$ cat src/rtl/regfile_dmux.sv
// regfile_dmux: general-purpose register file with a one-hot write-select decoder.
//   - One write port (en/wsel/wdata), blocked while a bulk clear is running.
//   - Two combinational read ports with write-through bypass of the pending write.
//   - Bulk-clear engine: on clr, zeroes one register per cycle, R0 first.
// Build option: define REGFILE_ZERO_R0_EN to hardwire R0 to zero.
// Ports:
//   clk, rst_n          clock, asynchronous active-low reset
//   en, wsel, wdata     write request (ignored while busy)
//   rsel_a/b, rdata_a/b read selects and combinational read data
//   clr                 bulk-clear request, level-sampled in IDLE
//   busy                high while the clear engine runs (decoded from state)
//   wen_onehot          registered one-hot of the register written/cleared last edge
module regfile_dmux #(
    parameter int unsigned WIDTH = 16,
    parameter int unsigned SEL_W = 4
) (
    input  logic                  clk,
    input  logic                  rst_n,
    input  logic                  en,
    input  logic [SEL_W-1:0]      wsel,
    input  logic [WIDTH-1:0]      wdata,
    input  logic [SEL_W-1:0]      rsel_a,
    input  logic [SEL_W-1:0]      rsel_b,
    output logic [WIDTH-1:0]      rdata_a,
    output logic [WIDTH-1:0]      rdata_b,
    input  logic                  clr,
    output logic                  busy,
    output logic [2**SEL_W-1:0]   wen_onehot
);

    localparam int unsigned NREGS = 2 ** SEL_W;
    localparam logic [SEL_W-1:0] LAST_IDX = SEL_W'(NREGS - 1);
    localparam logic [NREGS-1:0] ONEHOT_0 = NREGS'(1);

    typedef enum logic {
        IDLE  = 1'b0,
        CLEAR = 1'b1
    } state_t;

    state_t              state_q, state_d;
    logic [SEL_W-1:0]    cnt_q, cnt_d;
    logic [NREGS-1:0]    wen_onehot_q, wen_onehot_d;
    logic [WIDTH-1:0]    regs_q [NREGS];

    logic                we_c;
    logic [SEL_W-1:0]    widx_c;
    logic [WIDTH-1:0]    wval_c;
    logic                wsel_ok_c;
    logic                bypass_c;

    // Which write selects may actually land in the array.
`ifdef REGFILE_ZERO_R0_EN
    assign wsel_ok_c = (wsel != '0);
`else
    assign wsel_ok_c = 1'b1;
`endif

    // State, counter and observability register.
    always_ff @(posedge clk or negedge rst_n) begin
        if (!rst_n) begin
            state_q      <= IDLE;
            cnt_q        <= '0;
            wen_onehot_q <= '0;
        end else begin
            state_q      <= state_d;
            cnt_q        <= cnt_d;
            wen_onehot_q <= wen_onehot_d;
        end
    end

    // Next-state logic and single shared write port into the array.
    always_comb begin
        state_d      = state_q;
        cnt_d        = cnt_q;
        wen_onehot_d = '0;
        we_c         = 1'b0;
        widx_c       = wsel;
        wval_c       = wdata;
        case (state_q)
            IDLE: begin
                if (en && wsel_ok_c) begin
                    we_c         = 1'b1;
                    wen_onehot_d = ONEHOT_0 << wsel;
                end
                // A simultaneous write still lands; the clear zeroes it later.
                if (clr) begin
                    state_d = CLEAR;
                    cnt_d   = '0;
                end
            end
            CLEAR: begin
                we_c         = 1'b1;
                widx_c       = cnt_q;
                wval_c       = '0;
                wen_onehot_d = ONEHOT_0 << cnt_q;
                cnt_d        = cnt_q + SEL_W'(1);
                if (cnt_q == LAST_IDX) begin
                    state_d = IDLE;
                end
            end
            default: begin
                state_d = IDLE;
                cnt_d   = '0;
            end
        endcase
    end

    // Register array.
    always_ff @(posedge clk or negedge rst_n) begin
        if (!rst_n) begin
            for (int unsigned i = 0; i < NREGS; i++) begin
                regs_q[i] <= '0;
            end
        end else if (we_c) begin
            regs_q[widx_c] <= wval_c;
        end
    end

    assign busy       = (state_q == CLEAR);
    assign wen_onehot = wen_onehot_q;

    // Bypass forwards only a write that will actually be committed this edge.
    assign bypass_c = !busy && en && wsel_ok_c;

    // Read ports.
    always_comb begin
        rdata_a = regs_q[rsel_a];
        rdata_b = regs_q[rsel_b];
        if (bypass_c && (rsel_a == wsel)) begin
            rdata_a = wdata;
        end
        if (bypass_c && (rsel_b == wsel)) begin
            rdata_b = wdata;
        end
    end

endmodule

$ cat config.mk
export PLATFORM = sky130hd
export DESIGN_NAME = regfile_dmux
export DESIGN_NICKNAME = d
export VERILOG_FILES = /design/src/rtl/regfile_dmux.sv
export SDC_FILE = /design/constraint.sdc
export NUM_CORES = 1
export LEC_CHECK = 0
export CORE_MARGIN = 3
export CORE_UTILIZATION = 25
export CTS_CLUSTER_SIZE = 16
export DETAILED_ROUTE_END_ITERATION = 16
export DONT_BUFFER_PORTS = 1
export PLACE_DENSITY = 0.43
export REMOVE_ABC_BUFFERS = 1
export SYNTH_ARGS = -nofsm -noshare
export SYNTH_HDL_FRONTEND = slang
export SYNTH_SLANG_ARGS = --single-unit
export TNS_END_PERCENT = 100
$ cat constraint.sdc
create_clock -name clk -period 4.05 [get_ports clk]
set_input_delay 0.6075 -clock clk [delete_from_list [all_inputs] [get_ports clk]]
set_output_delay 0.6075 -clock clk [all_outputs]
set_load 0.02 [all_outputs]
==> results of run 1 <==
==> how the worst max path moves through the flow <==
stage / end / slack, ps / cells after the start / start
2_1_floorplan: regs_q[212]$_DFFE_PN0P_ / 1080 / 3 / busy$_DFF_PN0_
3_3_place_gp: rdata_a[15] / 910 / 5 / rsel_a[2]
3_5_place_dp: rdata_a[13] / 1010 / 5 / rsel_a[2]
4_1_cts: rdata_a[15] / 440 / 4 / busy$_DFF_PN0_
5_1_grt: rdata_a[15] / 380 / 4 / busy$_DFF_PN0_
6_report: rdata_a[15] / 550 / 4 / busy$_DFF_PN0_
==> layout by cell type (no fill, tap or decap), types with 4 or more instances in the layout <==
| master | n |
|---|---|
| o21ai_1 | 251 |
| a22o_1 | 12 |
| mux2i_1 | 96 |
| buf_4 | 21 |
| mux4_1 | 12 |
| xor2_1 | 6 |
| and3_1 | 4 |
| dfrtp_1 | 276 |
| clkbuf_8 | 11 |
| nand2_1 | 262 |
| nand3_1 | 5 |
| o22ai_4 | 16 |
| clkbuf_16 | 35 |
| o21ai_0 | 7 |
| nand2b_1 | 18 |
| clkbuf_1 | 5 |
| and3b_1 | 6 |
| nor3_1 | 4 |
| mux2_2 | 32 |
| mux4_2 | 114 |
| ha_1 | 6 |
==> worst register-to-register path, delay by kind of cell, from the launching register on <==
| family | cells | cell delay (ps) |
|---|---|---|
| and+or+nand+nor | 1 | 400 |
| DFF | 1 | 890 |
| AOI/OAI and AO/OA | 2 | 1200 |
==> cell type report <==
| class | instances | area share, % |
|---|---|---|
| multi-input combinational | 879 | 45.2 |
| sequential | 277 | 41.4 |
| clock buffer | 51 | 6.24 |
| tap | 773 | 5.77 |
| timing repair buffer | 21 | 0.941 |
| clock inverter | 7 | 0.463 |
| inverter | 3 | 0.0672 |
==> power breakdown <==
group	switching, W	leakage [nW]	internal, W	total (W)
clock network	0.00124	0.551	0.00180	0.00304
registers	0.000940	3.82	0.00393	0.00487
logic	0.00218	2.52	0.00182	0.00400
total	0.00436	6.89	0.00755	0.0119
==> metal layers <==
metal / part of all wire, % / vias up / wire, um
met5: 0 / - / 0
met4: 2.0 / 0 / 890
met3: 4.9 / 51 / 2230
met2: 47 / 195 / 21400
met1: 46 / 5008 / 20700
li1: - / 4590 / -
==> registers in the layout (all words and copies together), names as in the netlist <==
register    cells
busy            1
cnt_q           4
regs_q        256
wen_onehot     16
==> kinds of logic after synthesis <==
logic type,synth area share [%]
AND/OR/NAND/NOR,9.37
multiplexers,28.3
AO/OA/AOI/OAI,10.6
flip-flops,46.2
adder cells (fa/ha/maj),0.500
XOR/XNOR,0.525
buffers and inverters,4.47
==> through the flow <==
| step | cell area (um^2) | hold WS [ps] | instances | setup WS (ps) | power, W |
|---|---|---|---|---|---|
| 3_5_place_dp | 15600 | 325 | 1953 | 1010 | 0.00897 |
| 3_3_place_gp | 15600 | 337 | 1953 | 910 | 0.00883 |
| 5_1_grt | 16800 | -260 | 2011 | 382 | 0.0127 |
| 4_1_cts | 16800 | -275 | 2011 | 438 | 0.0121 |
| 6_report | 16800 | -232 | 2011 | 550 | 0.0119 |
| 2_1_floorplan | 14400 | 312 | 1159 | 1080 | 0.00755 |
==> impl_metrics.csv, run 1 <==
group,metric,value,unit
clock_network,tritoncts,"done",
hold_path,min_path_type,"in2async",
clock_network,cts_root_buffer,"clkbuf_16",
synth,ys_ff_latch,277,
place,numPortBuffers,0,
layout,antenna_cells,0,
place,hpwlAfterDp,25900,um
setup_path,r2r_cells,3,
setup_path,max_stage_delay,700,ps
layout,seqCellArea,6930,um^2
timing,finalHoldViolations,235,
place,gp_congestion,0.733,
floorplanning,die-area,63000,um^2
timing,max_slew_margin,15.1,%
layout,nets,1255,
synth,synth_top_cell_by_area,"dfrtp_1",
synth,synth_edf_count,0,
timing,slew_viol_final,0,
synth,syn_area,15000,um^2
floorplanning,ios,81,
setup_path,rrSetupSlack,1380,ps
layout,multi_input_area,7570,um^2
power_and_ir_drop,irDropWorstVdd,0.000246,V
drt,viasPerCell,4.90,
timing,fmax,286,MHz
grt,grt_pass1_wl,67800,um
grt,grt_max_degree,278,
timing,finClkSkew,19.2,ps
synth,ys_top_cells_by_area,"dfrtp_1 (46%), mux4_2 (17%), o21ai_1 (8.4%)",
synth,yosysMostFrequentCell,"dfrtp_1",
synth,synth_cell_type_count,43,
layout,area_delta_synth_final,11.6,%
setup_path,arrival,2890,ps
clock_network,cts_buffers,35,
floorplanning,die_y,251,um
setup_path,r2r-start,"busy$_DFF_PN0_",
grt,use_met1,19.8,%
timing,setup_tns,0,ps
clock_network,ctsLongestPathBuffers,3,
timing,post-route-min-period,3500,ps
setup_path,slowest_stage,"dfrtp_2",
setup_path,path_cells,"nor2b_4 > nand3_2 > buf_4 > mux2_2",
synth,synth.yosys.seq_area_share,46.2,%
drt,drt_pre_antenna_iters,4,
grt,grt_usage,14.4,%
setup_path,cp_max_fo,33,
layout,final_util,28.3,%
setup_path,path_class,"reg2out",
grt,grt_pass1_vias,10052,
timing,fin_crit_sh,86.4,%
synth,synth.top_cell.area_share,46.2,%
clock_network,worstSkewPairLatency,560,ps
synth,synth-async-reset-ratio,100,%
setup_path,cp-end-kind,"primary output",
grt,use_met3,2.77,%
timing,setup_viol,0,
synth,ys.flop_type,"dfrtp_1",
grt,busiest_layer,"met2",
clock_network,cts.clk_slew.worst_paths,60,ps
synth,syn_area_per_cell,11.7,um^2
clock_network,htreeDepth,2,
job,maxCapViolations,0,
synth,syn_inst,1278,
floorplanning,dieWidth,251,um
drt,route.detailed.drc,0,
setup_path,crit_buf_inv,1,
drt,drt_iter0_drc,688,
timing,rsz0062_at_grt,"no",
layout,n_fill_cell,6120,
drt,vias,9844,
grt,use_met2,23.4,%
timing,worst_pin_slew,1270,ps
clock_network,cts_sinks,277,
setup_path,cpLargestDelayFamily,"simple AND/OR/NAND/NOR gates",
power_and_ir_drop,power_density,711,nW/um^2
grt,grt_antenna_before_repair,0,
grt,overflow,0,
power_and_ir_drop,cellLeakagePower,6.89,nW
outcome,violations,"hold timing",
drt,wl_per_cell,22.5,um
synth,synth_common_cells,"dfrtp_1 (277), nand2_1 (262), o21ai_1 (251)",
floorplanning,coreArea,59200,um^2
setup_path,cp.required,3440,ps
setup_path,r2r_end,"regs_q[229]$_DFFE_PN0P_",
layout,drive_gt1_share,20.2,%
clock_network,post_cts_buffers,0,
floorplanning,num_rows,89,
drt,antenna_left,0,
floorplanning,start_util,25.3,%
drt,routed_wl,45200,um
timing,hold-worst-slack,-232,ps
outcome,status,"finished with violations",
clock_network,cts_resized,0,
setup_path,cp-start-kind,"flip-flop",
synth,ys_warn_count,0,
Note: power is estimated with default switching activity, not from simulation.
==> inputs of run 2 (changes only) <==
Settings changed: CORE_UTILIZATION 25 to 44, PLACE_DENSITY 0.43 to 0.64.
==> run 2 against run 1 <==
Compared with the run above:
- the run still ends with hold timing left
- first-iteration DRC count grew 2.0%
- via count grew 1.2%
- routed wire length shrank 13%
- critical path depth is the same
- sequential cell count is the same
- clock-buffer cell count shrank 9
- critical path type unchanged
- combinational power shrank 2%
==> impl_metrics.csv, run 2 (synthesis gave the netlist of run 1 again) <==
group,metric,value,unit
place,dpl_cell_area,15200,um^2
clock_network,cts.clk_slew.worst_paths,60,ps
layout,area_delta_synth_final,7.70,%
setup_path,path_class,"reg2out",
timing,max_slew_margin,18.5,%
grt,grt_pass1_wl,60400,um
layout,largest_reg_flops,256,
power_and_ir_drop,p_sw_share,36.4,%
clock_network,cts_buffers,30,
drt,drt_pre_antenna_iters,7,
power_and_ir_drop,power_density,709,nW/um^2
grt,grt_pass1_vias,10033,
layout,nets,1247,
hold_path,min_path_type,"in2async",
power_and_ir_drop,irDropWorstVdd,0.000414,V
drt,route.detailed.drc,0,
timing,setup_viol,0,
timing,finalHoldViolations,277,
clock_network,cts_resized,0,
timing,post-route-min-period,3220,ps
timing,fin_ws,834,ps
layout,largest-register,"regs_q",
outcome,violations,"hold timing",
power_and_ir_drop,internal_power,0.00729,W
drt,vias,9964,
outcome,status,"finished with violations",
setup_path,cp_max_fo,25,
timing,finClkSkew,18.9,ps
clock_network,cts_root_buffer,"clkbuf_16",
clock_network,cts_sinks,277,
floorplanning,ios,81,
power_and_ir_drop,switching_power,0.00417,W
grt,grt_usage,21.7,%
timing,fmax,311,MHz
clock_network,post_cts_buffers,0,
timing,slew_viol_final,0,
setup_path,rrSetupSlack,1270,ps
layout,final_cell_area,16200,um^2
clock_network,ctsLongestPathBuffers,3,
setup_path,cp.required,3440,ps
layout,n_fill_cell,2974,
clock_network,worstSkewPairLatency,570,ps
layout,antenna_cells,0,
setup_path,arrival,2610,ps
clock_network,htreeDepth,1,
clock_network,tritoncts,"done",
floorplanning,num_rows,67,
drt,drt_iter0_drc,702,
floorplanning,coreArea,33600,um^2
floorplanning,die_y,191,um
layout,drive_gt1_share,19.7,%
setup_path,cp-end-kind,"primary output",
timing,worst_pin_slew,1220,ps
timing,hold-worst-slack,-256,ps
place,gp_congestion,0.744,
place,numPortBuffers,0,
grt,grt_max_degree,278,
grt,grt_antenna_before_repair,0,
floorplanning,die-area,36400,um^2
floorplanning,start_util,44.7,%
power_and_ir_drop,clkPwrFrac,23.4,%
power_and_ir_drop,cellLeakagePower,6.81,nW
power_and_ir_drop,pwr-share-comb,34.1,%
drt,wl_per_cell,23.3,um
drt,viasPerCell,5.94,
timing,fin_crit_sh,79.4,%
drt,antenna_left,0,
place,pre_cts_ws,1290,ps
job,maxCapViolations,0,
grt,overflow,0,
power_and_ir_drop,fin_total_pwr,0.0115,W
layout,final_common_cell,"dfrtp_1",
timing,setup_tns,0,ps
layout,final_cell_mix,"dfrtp_1 (276), nand2_1 (262), o21ai_1 (251)",
place,hpwlAfterDp,22200,um
timing,rsz0062_at_grt,"no",
drt,routed_wl,39100,um
power_and_ir_drop,pwr-share-seq,42.5,%
setup_path,cp-start-kind,"flip-flop",
floorplanning,dieWidth,191,um
==> run 2: routing by layer <==
metal / GRT usage (%) / up-vias / share of wire (%)
li1: - / 4568 / -
met1: 30.7 / 5084 / 45
met2: 35.9 / 262 / 48
met3: 3.18 / 50 / 5.3
met4: 4.77 / 0 / 2.0
met5: 0 / - / 0
==> run 2: path summary, 6_finish.rpt <==
path	from	endpoint	cells after the start
hold / removal	rst_n	regs_q[181]$_DFFE_PN0P_	0
min in group clk	clr	cnt_q[1]$_DFFE_PN0P_	1
setup / recovery	busy$_DFF_PN0_	rdata_b[8]	4
max in group asynchronous	rst_n	regs_q[184]$_DFFE_PN0P_	0
setup reg to reg	busy$_DFF_PN0_	regs_q[229]$_DFFE_PN0P_	4
hold reg to reg	regs_q[69]$_DFFE_PN0P_	regs_q[69]$_DFFE_PN0P_	2
==> run 2: stage by stage <==
step / instances / utilization [%]
after detailed placement: 1625 / 45.2
final: 1678 / 48.1
after global placement: 1625 / 45.2
after global routing: 1678 / 48.1
after floorplan: 1159 / -
after CTS: 1678 / 48.1
==> run 2: power by group through the flow <==
stage	combinational, W	sequential, W	clock (W)
6_report	0.00391	0.00487	0.00268
5_1_grt	0.00427	0.00504	0.00286
4_1_cts	0.00392	0.00486	0.00273
3_5_place_dp	0.00392	0.00489	0
3_3_place_gp	0.00382	0.00480	0
2_1_floorplan	0.00292	0.00462	0
==> run 2: critical path, cell delays in order (launching register included) <==
cell,delay [ps]
dfrtp_2,650
nor2b_4,270
nand3_2,370
buf_4,380
mux2_2,370
==> run 2: cell type report <==
cell class                      instances  area [um^2]  share of cell area [%]
Timing Repair Buffer                   18          135                   0.836
Clock inverter                         11          103                   0.635
Multi-Input combinational cell        879         7560                    46.8
Sequential cell                       277         6930                    42.9
Inverter                                3         11.3                  0.0696
Tap cell                              448          561                    3.47
Clock buffer                           42          866                    5.36
